$ cat src/rtl/irq_ctrl_if.sv
// irq_ctrl_if: register bus and CP0 interrupt handshake between CPU side and irq_ctrl
interface irq_ctrl_if #(parameter int ID_W = 3);
  logic            reg_we;
  logic [1:0]      reg_addr;
  logic [31:0]     reg_wdata;
  logic [31:0]     reg_rdata;
  logic            ir_out;
  logic            ir_ack;
  logic            eret;
  logic [ID_W-1:0] irq_id;
  logic            busy;
  modport master (
    output reg_we, reg_addr, reg_wdata, ir_ack, eret,
    input  reg_rdata, ir_out, irq_id, busy
  );
  modport slave (
    input  reg_we, reg_addr, reg_wdata, ir_ack, eret,
    output reg_rdata, ir_out, irq_id, busy
  );
endinterface

$ cat src/rtl/irq_ctrl.sv
// irq_ctrl: external interrupt controller raising one request at a time to CP0
module irq_ctrl #(
  parameter int N_IRQ       = 8,
  parameter int SYNC_STAGES = 2,
  parameter int ID_W        = 3
) (
  input  logic             clk,
  input  logic             rst_n,
  input  logic [N_IRQ-1:0] irq_src,
  irq_ctrl_if.slave        bus
);
  typedef enum logic [1:0] {IDLE, REQ, SERVICE} state_t;
  state_t state, state_d;
  logic [SYNC_STAGES-1:0][N_IRQ-1:0] sync_q;
  logic [N_IRQ-1:0] s, hist, pend, pend_d, mask, edge_mode, eff, w1c, ack_clr, wdata;
  logic [ID_W-1:0] id_q, id_d, sel;
  logic wr_pend, wr_mask, wr_edge, take;
  logic unused_wdata;
  assign unused_wdata = ^bus.reg_wdata;
  assign wdata   = bus.reg_wdata[N_IRQ-1:0];
  assign s       = sync_q[SYNC_STAGES-1];
  assign wr_pend = bus.reg_we && bus.reg_addr == 2'd0;
  assign wr_mask = bus.reg_we && bus.reg_addr == 2'd1;
  assign wr_edge = bus.reg_we && bus.reg_addr == 2'd2;
  assign eff     = pend & mask;
  assign take    = state == REQ && bus.ir_ack;
  assign w1c     = wr_pend ? wdata : '0;
  assign ack_clr = take ? N_IRQ'(1) << id_q : '0;
  // edge bits: W1C/ack clears lose to a fresh rising edge; level bits mirror the line
  assign pend_d  = (edge_mode & ((pend & ~w1c & ~ack_clr) | (s & ~hist))) | (~edge_mode & s);
  assign bus.ir_out = state == REQ;
  assign bus.busy   = state == SERVICE;
  assign bus.irq_id = id_q;
  assign bus.reg_rdata = bus.reg_addr == 2'd0 ? 32'(pend) :
                         bus.reg_addr == 2'd1 ? 32'(mask) :
                         bus.reg_addr == 2'd2 ? 32'(edge_mode) :
                         {bus.busy, {(31-ID_W){1'b0}}, id_q};
  // lowest-numbered active line wins
  always_comb begin
    sel = '0;
    for (int i = N_IRQ-1; i >= 0; i--) if (eff[i]) sel = ID_W'(i);
  end
  // next state; the latched ID only changes when leaving IDLE
  always_comb begin
    state_d = state;
    id_d    = id_q;
    if (state == IDLE) begin
      state_d = eff != '0 ? REQ : IDLE;
      id_d    = eff != '0 ? sel : id_q;
    end else if (state == REQ)
      state_d = bus.ir_ack ? SERVICE : (eff[id_q] ? REQ : IDLE);
    else if (state == SERVICE)
      state_d = bus.eret ? IDLE : SERVICE;
    else
      state_d = IDLE;
  end
  // state register and latched source ID
  always_ff @(posedge clk or negedge rst_n) begin
    if (!rst_n) begin
      state <= IDLE;
      id_q  <= '0;
    end else begin
      state <= state_d;
      id_q  <= id_d;
    end
  end
  // input synchronisers, edge history and register file
  always_ff @(posedge clk or negedge rst_n) begin
    if (!rst_n) begin
      sync_q    <= '0;
      hist      <= '0;
      pend      <= '0;
      mask      <= '0;
      edge_mode <= '1;
    end else begin
      sync_q    <= {sync_q[SYNC_STAGES-2:0], irq_src};
      hist      <= s;
      pend      <= pend_d;
      mask      <= wr_mask ? wdata : mask;
      edge_mode <= wr_edge ? wdata : edge_mode;
    end
  end
endmodule

$ cat src/flat_wrapper.sv
// flat-port wrapper written by rule: the top's interface ports become plain ports
module irq_ctrl_flat 
#(
  parameter int N_IRQ       = 8,
  parameter int SYNC_STAGES = 2,
  parameter int ID_W        = 3
)
  (clk, rst_n, irq_src, bus_reg_we, bus_reg_addr, bus_reg_wdata, bus_ir_ack, bus_eret, bus_reg_rdata, bus_ir_out, bus_irq_id, bus_busy);
  irq_ctrl_if #(.ID_W(ID_W)) bus_i ();
  input  logic clk;
  input  logic rst_n;
  input  logic [N_IRQ-1:0] irq_src;
  input wire logic [$bits(bus_i.reg_we)-1:0] bus_reg_we;
  input wire logic [$bits(bus_i.reg_addr)-1:0] bus_reg_addr;
  input wire logic [$bits(bus_i.reg_wdata)-1:0] bus_reg_wdata;
  input wire logic [$bits(bus_i.ir_ack)-1:0] bus_ir_ack;
  input wire logic [$bits(bus_i.eret)-1:0] bus_eret;
  output wire logic [$bits(bus_i.reg_rdata)-1:0] bus_reg_rdata;
  output wire logic [$bits(bus_i.ir_out)-1:0] bus_ir_out;
  output wire logic [$bits(bus_i.irq_id)-1:0] bus_irq_id;
  output wire logic [$bits(bus_i.busy)-1:0] bus_busy;
  assign bus_i.reg_we = bus_reg_we;
  assign bus_i.reg_addr = bus_reg_addr;
  assign bus_i.reg_wdata = bus_reg_wdata;
  assign bus_i.ir_ack = bus_ir_ack;
  assign bus_i.eret = bus_eret;
  assign bus_reg_rdata = bus_i.reg_rdata;
  assign bus_ir_out = bus_i.ir_out;
  assign bus_irq_id = bus_i.irq_id;
  assign bus_busy = bus_i.busy;
  irq_ctrl #(.N_IRQ(N_IRQ), .SYNC_STAGES(SYNC_STAGES), .ID_W(ID_W)) u_core (.clk(clk), .rst_n(rst_n), .irq_src(irq_src), .bus(bus_i));
endmodule
$ cat config.mk
export PLATFORM = sky130hd
export DESIGN_NAME = irq_ctrl_flat
export DESIGN_NICKNAME = d
export VERILOG_FILES = /design/src/rtl/irq_ctrl_if.sv /design/src/rtl/irq_ctrl.sv /design/src/flat_wrapper.sv
export SDC_FILE = /design/constraint.sdc
export NUM_CORES = 1
export LEC_CHECK = 0
export ABC_CLOCK_PERIOD_IN_PS = 1900
export CORE_AREA = 2 2 116 62
export CTS_CLUSTER_DIAMETER = 100
export DETAILED_ROUTE_END_ITERATION = 10
export DIE_AREA = 0 0 118 64
export GPL_TIMING_DRIVEN = 0
export PLACE_DENSITY = 0.68
export SLEW_MARGIN = 0
export SYNTH_ARGS = -nofsm -noshare
export SYNTH_HDL_FRONTEND = slang
export SYNTH_SLANG_ARGS = --single-unit
$ cat constraint.sdc
create_clock -name clk -period 1.9 [get_ports clk]
set_clock_uncertainty 0.05 [all_clocks]
set_input_delay 0.285 -clock clk [delete_from_list [all_inputs] [get_ports clk]]
set_output_delay 0.285 -clock clk [all_outputs]
set_load 0.05 [all_outputs]
==> impl_metrics.yaml, run 1 <==
clocking:
  root_buffer: "clkbuf_16"
  clk_pin_slew_ns: 0.07
  h-tree-depth: 2
  insertion_delay_ns: 0.30
  clock_path_buffers: 2
  clock-sinks: 53
  cts_tree: "done"
  cts_buffers: 5
finish:
  diodes: 0
  final_common_cell: "dfrtp_1"
  most-common-layout-cells: "dfrtp_1 (45), buf_4 (34), nand2_1 (30)"
  fill_cells: 595
  area_growth_pct: 32.4
  drive_above_1_share: 0.321
  finalInstanceArea_um2: 3240
  final_nets: 326
global_route:
  grt_max_degree: 39
  grt_usage: 0.155
  grt_pass1_wl_um: 8810
  grt_pass1_vias: 1655
  grt_antenna_before_repair: 0
  grt_overflow: 0
logic_synthesis:
  yosys_warnings: 0
  synth.area.top_cells: "dfrtp_1 (46%), dfstp_2 (8.6%), mux2_2 (7.4%)"
  synth.avg_cell_area_um2: 12.0
  netlist_instances: 204
  synth_cell_type_count: 38
  synth-seq-cells: 53
  synth_top_area_frac: 0.460
  syn_area_um2: 2450
  yosysTopAreaCell: "dfrtp_1"
  seq_area_frac_synth: 0.546
setup_path:
  critPathLaunch: "u_core.bus.irq_id[0]"
  critPathCapture: "bus_reg_rdata[0]"
  r2r_end: "u_core.pend[3]"
  path_class: "reg -> out"
  reg2regPathDepth: 4
  path_max_fanout: 6
  setup.worst_path.start_class: "register"
  crit_arrival_ns: 1.53
  worstReg2RegStart: "u_core.state[1]"
  worstPathRequired_ns: 1.56
  end_kind: "primary output"
  reg2reg_setup_slack_ns: 0.40
power_and_ir_drop:
  max-vdd-ir-drop_uv: 396
  p_leak_nw: 1.51
  cellPowerDensity_nw_per_um2: 1230
  total_power_mw: 4.00
place:
  port_buffers: 36
  placed_area_um2: 3020
  hpwlAfterDp_um: 3880
  gp_congestion: 0.913
sta:
  slew_headroom: 0.667
  fin_crit_sh: 0.979
  worstMarginPinSlew_ns: 0.498
  finalSetupViolCount: 0
  finalHoldViolations: 0
  drv_slew: 0
  fin_crit_ns: 1.86
  rsz0062_at_grt: "yes"
  fmax_mhz: 537
floorplanning:
  io_pins: 84
  die_area_um2: 7550
  num_rows: 21
  fp.coreArea_um2: 6490
  die_x_um: 118
  start_util: 0.377
  fp.dieH_um: 64
routing:
  antenna_left: 0
  first_pass_iters: 4
  vias_per_cell: 4.81
  wirelength_um: 5530
  drt_iter0_drc: 115
  vias: 1791
  detail_route.wl_per_cell_um: 14.9
  drcViolationCount: 0
min_path:
  worstHoldPathType: "reg -> reg"
  hp-start: "u_core.sync_q[6]"
flow_run:
  maxCapViolCount: 0
status:
  status: "finished clean"
## cell type report
| cell class | instances | area, um2 | share of cell area |
|---|---|---|---|
| timing repair buffer | 46 | 432 | 0.133 |
| inverter | 1 | 3.75 | 0.00116 |
| buffer | 28 | 219 | 0.0675 |
| sequential | 53 | 1340 | 0.412 |
| multi-input combinational | 144 | 987 | 0.304 |
| clock buffer | 5 | 125 | 0.0386 |
| tap | 92 | 115 | 0.0355 |
| clock inverter | 3 | 25.0 | 0.00772 |
## report_power, final
group	switching [mW]	internal [mW]	leakage, nW
clock	0.435	0.496	0.0704
sequential	0.172	1.33	0.612
combinational	0.943	0.617	0.832
total	1.55	2.45	1.51
## routing by layer
| layer | global-route usage | share of wire | up-vias |
|---|---|---|---|
| li1 | - | - | 840 |
| met1 | 0.230 | 0.50 | 867 |
| met2 | 0.203 | 0.39 | 76 |
| met3 | 0.0563 | 0.089 | 8 |
| met4 | 0.0602 | 0.015 | 0 |
| met5 | 0 | 0 | - |
## worst max-delay path: stages, from the launching register on
cell,delay [ns]
dfrtp_1,0.41
buf_6,0.14
mux4_2,0.50
buf_8,0.17
## timing repair
action                                 in CTS  in global routing
resized for setup                          61                  5
setup endpoints to repair                  11                  4
hold buffers                                1                  0
pin swaps                                   0                  0
setup buffers                               5                  3
endpoints found under the hold margin      14                  0
cloned                                      0                  0
## cells in the mapped netlist (all sizes together)
library cell,instances
nand3b,4
mux2i,5
buf,27
mux2,16
nand4,3
o211a,1
clkbuf,1
a22oi,3
dfrtp,45
nor2,3
o211ai,3
a32o,1
and2b,1
mux4,4
nand2,31
nor3b,2
nor2b,4
conb,1
nand3,6
a221oi,6
nand2b,1
a21o,6
inv,1
a22o,2
a21boi,1
o21ai,10
a21oi,6
and3,2
dfstp,8
## sequential cells by signal (all words and copies together), names as in the netlist
register,flops
u_core.mask,8
u_core.sync_q,8
u_core.state,2
u_core.edge_mode,8
u_core.hist,8
u_core.pend,8
u_core.s,8
u_core.bus.irq_id,3
## kinds of logic (layout without fill, tap and decap cells)
| kind of cell | Yosys count | in the layout | share of synthesized area |
|---|---|---|---|
| AO/OA/AOI/OAI | 39 | 39 | 0.109 |
| buffers and inverters | 29 | 83 | 0.0843 |
| AND/OR/NAND/NOR | 57 | 57 | 0.127 |
| multiplexers | 25 | 25 | 0.132 |
| flip-flops | 53 | 53 | 0.546 |
| other | 1 | 23 | 0.00153 |
## metrics by stage
stage               TNS (ns)  utilization  worst slack, ns  hold slack (ns)  std cells
floorplan                  0            -           0.0290          -0.0606        226
global placement      -59.09        0.464            -1.07            0.282        354
global route        -0.00750        0.500         -0.00750            0.315        372
finish                     0        0.500           0.0392            0.301        372
CTS                        0        0.495          0.00570            0.302        369
detailed placement     -6.89        0.466           -0.853            0.184        355
## worst min path at each step
stage / to / slack (ns) / cells after the start
6_report: u_core.s[6] / 0.30 / 0
4_1_cts: u_core.s[6] / 0.30 / 0
2_1_floorplan: u_core.bus.irq_id[0] / -0.06 / 0
5_1_grt: u_core.s[6] / 0.31 / 0
3_5_place_dp: u_core.sync_q[1] / 0.18 / 1
3_3_place_gp: u_core.s[6] / 0.28 / 0
(Power assumes the default switching activity.)
==> run 2, diff against run 1 <==
--- a/config.mk
+++ b/config.mk
@@ -6,13 +6,14 @@
 export NUM_CORES = 1
 export LEC_CHECK = 0
 export ABC_CLOCK_PERIOD_IN_PS = 1900
-export CORE_AREA = 2 2 116 62
+export CORE_AREA = 2 2 98 72
 export CTS_CLUSTER_DIAMETER = 100
 export DETAILED_ROUTE_END_ITERATION = 10
-export DIE_AREA = 0 0 118 64
+export DIE_AREA = 0 0 100 74
 export GPL_TIMING_DRIVEN = 0
-export PLACE_DENSITY = 0.68
+export PLACE_DENSITY = 0.69
 export SLEW_MARGIN = 0
 export SYNTH_ARGS = -nofsm -noshare
 export SYNTH_HDL_FRONTEND = slang
 export SYNTH_SLANG_ARGS = --single-unit
+export TNS_END_PERCENT = 10
==> run 2 against run 1 <==
  * Hold slack gained 0.0023 ns
  * Final cell count shrank 5.1%
  * Critical path type unchanged
  * Worst setup slack lost 0.031 ns
  * Via count shrank 6.4%
  * Largest power group is now registers
  * Sequential share of layout area grew 2.0 points
  * Utilization shrank 2.5 points
  * Critical path depth is the same
  * Clock power shrank 34%
==> impl_metrics.yaml, run 2 (synthesized netlist as in run 1, its figures left out) <==
setup_path:
  worstPathRequired_ns: 1.56
  crit_arrival_ns: 1.56
  critPathMaxStageDelay_ns: 0.48
  path_class: "reg -> out"
  end_kind: "primary output"
  critical_path.cell_chain: "buf_6 > mux4_2 > buf_6"
  cp_common_cell: "buf_6"
  slowest_stage: "mux4_2"
  setup.worst_path.start_class: "register"
  path_delay_family: "multiplexers"
  crit_buf_inv: 2
  path_max_fanout: 10
sta:
  rsz0062_at_grt: "yes"
  fin_crit_ns: 1.89
  fin_crit_sh: 0.996
  finalHoldViolations: 0
  holdWs_ns: 0.303
  finalWorstSetupSlack_ns: 0.00852
  setup-tns-final_ns: 0
  worstMarginPinSlew_ns: 0.526
  slew_headroom: 0.649
  fmax_mhz: 529
  finalSetupViolCount: 0
  drv_slew: 0
power_and_ir_drop:
  power_frac_clock: 0.172
  p_switching_mw: 1.41
  p_seq_frac: 0.421
  max-vdd-ir-drop_uv: 475
  power.internal_mw: 2.15
  p_leak_nw: 1.44
  swShare: 0.397
  power_frac_comb: 0.407
  cellPowerDensity_nw_per_um2: 1150
place:
  dp_slack_ns: -0.880
  hpwlAfterDp_um: 3620
  port_buffers: 36
  gp_congestion: 0.887
  placed_area_um2: 3010
routing:
  detail_route.wl_per_cell_um: 14.2
  antenna_left: 0
  vias_per_cell: 4.75
  highest_layer: "met4"
  drt_iter0_drc: 91
  met3WireLength_um: 355
  drcViolationCount: 0
  vias: 1677
  routed-wl-met2_um: 2200
  wirelength_um: 5010
  drt-met1-wl_um: 2360
  first_pass_iters: 4
global_route:
  grt_overflow: 0
  grt_antenna_before_repair: 0
  grt_pass1_wl_um: 8290
  grt_pass1_vias: 1640
  grt_max_degree: 32
  grt_usage: 0.148
clocking:
  insertion_delay_ns: 0.31
  cts_tree: "done"
  h-tree-depth: 2
  cts_buffers: 5
  post_cts.repair.setup_buffers: 0
  root_buffer: "clkbuf_8"
  clock-sinks: 53
  clk_pin_slew_ns: 0.09
  clock_path_buffers: 2
floorplanning:
  fp.dieH_um: 74
  die_x_um: 100
  start_util: 0.376
  num_rows: 25
  die_area_um2: 7400
  fp.coreArea_um2: 6510
  io_pins: 84
status:
  status: "finished clean"
finish:
  diodes: 0
  most-common-layout-cells: "dfrtp_1 (45), buf_4 (31), nand2_1 (30)"
  post-route-util: 0.475
  finalInstanceArea_um2: 3090
  drive_above_1_share: 0.301
  area_growth_pct: 26.2
  final_nets: 318
  final_common_cell: "dfrtp_1"
flow_run:
  maxCapViolCount: 0
min_path:
  worstHoldPathType: "reg -> reg"
==> run 2: changes by cell type in the layout (fill, tap and decap cells not counted), sizes merged <==
cell	before	now
buf	46	38
clkbuf	5	10
clkdlybuf4s15	1	2
clkinv	1	0
clkinvlp	1	0
dlygate4sd2	4	1
inv	2	1
==> run 2: routing by layer <==
metal	GRT usage	vias to the layer above
li1	-	818
met1	0.214	794
met2	0.218	57
met3	0.0338	8
met4	0.0594	0
met5	0	-
==> run 2: worst reg2reg max path: stages, from the launching register on <==
cell and delay (ns):
dfrtp_1 0.43, nand3b_1 0.19, nor2_1 0.34, nand3_1 0.14
a22o_1 0.23
==> run 2: path summary, 6_finish.rpt <==
check | startpoint | endpoint | slack [ns] | cells after the start
min in group asynchronous | rst_n | u_core.hist[3] | 0.43 | 2
min reg2reg | u_core.sync_q[3] | u_core.s[3] | 0.30 | 0
max in group asynchronous | rst_n | u_core.edge_mode[4] | 0.75 | 3
max reg2reg | u_core.state[1] | u_core.pend[3] | 0.42 | 4
min | u_core.sync_q[3] | u_core.s[3] | 0.30 | 0
max | u_core.bus.irq_id[0] | bus_reg_rdata[0] | 0.009 | 3
==> run 2: through the flow <==
stage	total power, mW	cells
after floorplan	2.52	226
after global placement	2.94	343
after detailed placement	2.96	344
after CTS	3.59	353
after global routing	3.79	353
final	3.56	353
==> run 2: power groups by stage <==
| stage | sequential, mW | combinational (mW) | clock (mW) |
|---|---|---|---|
| final | 1.50 | 1.45 | 0.614 |
| after global routing | 1.54 | 1.57 | 0.683 |
| after CTS | 1.50 | 1.46 | 0.634 |
| after detailed placement | 1.52 | 1.45 | 0 |
| after global placement | 1.51 | 1.43 | 0 |
| after floorplan | 1.59 | 0.936 | 0 |
==> run 2: layout make-up <==
cell class                 instances  area (um2)
tap                               81         101
timing repair buffer              38         365
buffer                            28         215
multi-input combinational        144         988
sequential                        53        1340
clock buffer                       8        80.1
inverter                           1        3.75
fill                             620        3420
==> run 2: repair_timing <==
| item | in CTS | in global routing |
|---|---|---|
| setup endpoints to repair | 11 | 10 |
| hold buffers | 1 | 0 |
| hold endpoints to repair | 19 | 0 |
| resized for setup | 69 | 7 |
| pin swaps | 0 | 0 |
==> run 3, diff against run 2 <==
--- a/config.mk
+++ b/config.mk
@@ -12,6 +12,7 @@
 export DIE_AREA = 0 0 100 74
 export GPL_TIMING_DRIVEN = 0
 export PLACE_DENSITY = 0.69
+export SKIP_LAST_GASP = 1
 export SLEW_MARGIN = 0
 export SYNTH_ARGS = -nofsm -noshare
 export SYNTH_HDL_FRONTEND = slang
==> run 3 against run 2 <==
  * The run now ends with negative setup slack left
  * Hold slack got worse by 0.00078 ns
  * Combinational power is 3% lower
  * Sequential share of layout area grew 0.18 points
  * Fmax fell by 5.2%
  * Design area fell by 0.40%
  * Die area did not move
  * Global-route usage is 0.065 points lower
  * Final cell count unchanged
  * Critical endpoint unchanged
==> impl_metrics.yaml, run 3 (synthesized netlist as in run 1, its figures left out) <==
power_and_ir_drop:
  swShare: 0.400
  power.internal_mw: 2.12
  cellPowerDensity_nw_per_um2: 1140
  power_frac_comb: 0.401
  p_seq_frac: 0.424
  max-vdd-ir-drop_uv: 450
  total_power_mw: 3.52
  p_leak_nw: 1.45
  power_frac_clock: 0.174
  p_switching_mw: 1.41
finish:
  final_cells: 353
  final_common_cell: "dfrtp_1"
  diodes: 0
  drive_above_1_share: 0.279
  finalInstanceArea_um2: 3080
  final_nets: 318
  post-route-util: 0.473
  area_growth_pct: 25.7
  most-common-layout-cells: "dfrtp_1 (45), nand2_1 (30), buf_4 (29)"
setup_path:
  reg2regPathDepth: 4
  path_max_fanout: 10
  critPathLaunch: "u_core.bus.irq_id[0]"
  crit_arrival_ns: 1.66
  path_class: "reg -> out"
  end_kind: "primary output"
  worstPathRequired_ns: 1.56
  reg2reg_setup_slack_ns: 0.40
  setup.worst_path.start_class: "register"
  critPathCapture: "bus_reg_rdata[0]"
  worstReg2RegStart: "u_core.bus.irq_id[1]"
  r2r_end: "u_core.pend[6]"
min_path:
  worstHoldPathType: "reg -> reg"
floorplanning:
  die_area_um2: 7400
  start_util: 0.376
  fp.coreArea_um2: 6510
  num_rows: 25
  fp.dieH_um: 74
  io_pins: 84
  die_x_um: 100
flow_run:
  maxCapViolCount: 0
sta:
  rsz0062_at_grt: "yes"
  setup-tns-final_ns: -0.205
  finalHoldViolations: 0
  finalSetupViolCount: 4
  worstMarginPinSlew_ns: 0.528
  finalWorstSetupSlack_ns: -0.0954
  fin_crit_sh: 1.05
  fmax_mhz: 501
  drv_slew: 0
  slew_headroom: 0.648
  fin_crit_ns: 2.00
place:
  port_buffers: 36
  placedCellCount: 344
  gp_congestion: 0.887
  placed_area_um2: 3010
  hpwlAfterDp_um: 3620
routing:
  vias: 1689
  antenna_left: 0
  drt_iter0_drc: 106
  first_pass_iters: 4
  wirelength_um: 4990
  vias_per_cell: 4.78
  detail_route.wl_per_cell_um: 14.1
  drcViolationCount: 0
clocking:
  clock_path_buffers: 2
  post_cts.repair.setup_buffers: 0
  clk_pin_slew_ns: 0.09
  h-tree-depth: 2
  root_buffer: "clkbuf_8"
  cts_tree: "done"
  insertion_delay_ns: 0.31
  cts_buffers: 5
  clock-sinks: 53
global_route:
  grt_pass1_vias: 1628
  grt_antenna_before_repair: 0
  grt_overflow: 0
  grt_usage: 0.147
  grt_pass1_wl_um: 8250
  grt_max_degree: 32
status:
  status: "finished, violations left"
  violations: "negative setup slack"
-- run 3: final cells by class --
cell class	count	area, um2
inverter	1	3.75
tap	81	101
timing repair buffer	38	360
buffer	28	205
multi-input combinational	144	991
fill	622	3430
sequential	53	1340
clock buffer	8	80.1
-- run 3: stage by stage --
step | hold slack [ns] | setup WS [ns]
2_1_floorplan | -0.0606 | -0.112
3_3_place_gp | 0.282 | -1.05
3_5_place_dp | 0.245 | -0.880
4_1_cts | 0.305 | -0.232
5_1_grt | 0.313 | -0.144
6_report | 0.302 | -0.0954
-- run 3: worst max-delay path, cell delays in order (launching register included) --
cell	delay [ns]
dfrtp_1	0.42
buf_2	0.19
mux4_1	0.50
buf_2	0.23
-- run 3: timing repair --
| item | CTS | global route |
|---|---|---|
| hold endpoints to repair | 19 | 0 |
| pin swaps | 0 | 0 |
| hold buffers | 1 | 0 |
| resized for setup | 55 | 2 |
| endpoints found under the setup margin | 11 | 12 |
-- run 3: layer usage --
layer  track usage  routed length (um)  share of wire
met1         0.213                2360           0.47
met2         0.217                2170           0.44
met3        0.0338                 369          0.074
met4        0.0594                  84          0.017
met5             0                   0              0
-- run 3: worst min path at each step --
stage,from,end,cells past startpoint
6_report,u_core.sync_q[3],u_core.s[3],0
5_1_grt,u_core.sync_q[3],u_core.s[3],0
4_1_cts,u_core.sync_q[4],u_core.s[4],0
3_5_place_dp,rst_n,u_core.sync_q[6],1
3_3_place_gp,u_core.sync_q[6],u_core.s[6],0
2_1_floorplan,rst_n,u_core.bus.irq_id[0],0
-- run 3: power groups by stage --
| stage | registers (mW) | clock network, mW | logic, mW |
|---|---|---|---|
| final | 1.50 | 0.614 | 1.41 |
| after floorplan | 1.59 | 0 | 0.936 |
| after detailed placement | 1.52 | 0 | 1.45 |
| after global placement | 1.51 | 0 | 1.43 |
| after CTS | 1.49 | 0.634 | 1.42 |
| after global routing | 1.53 | 0.683 | 1.53 |
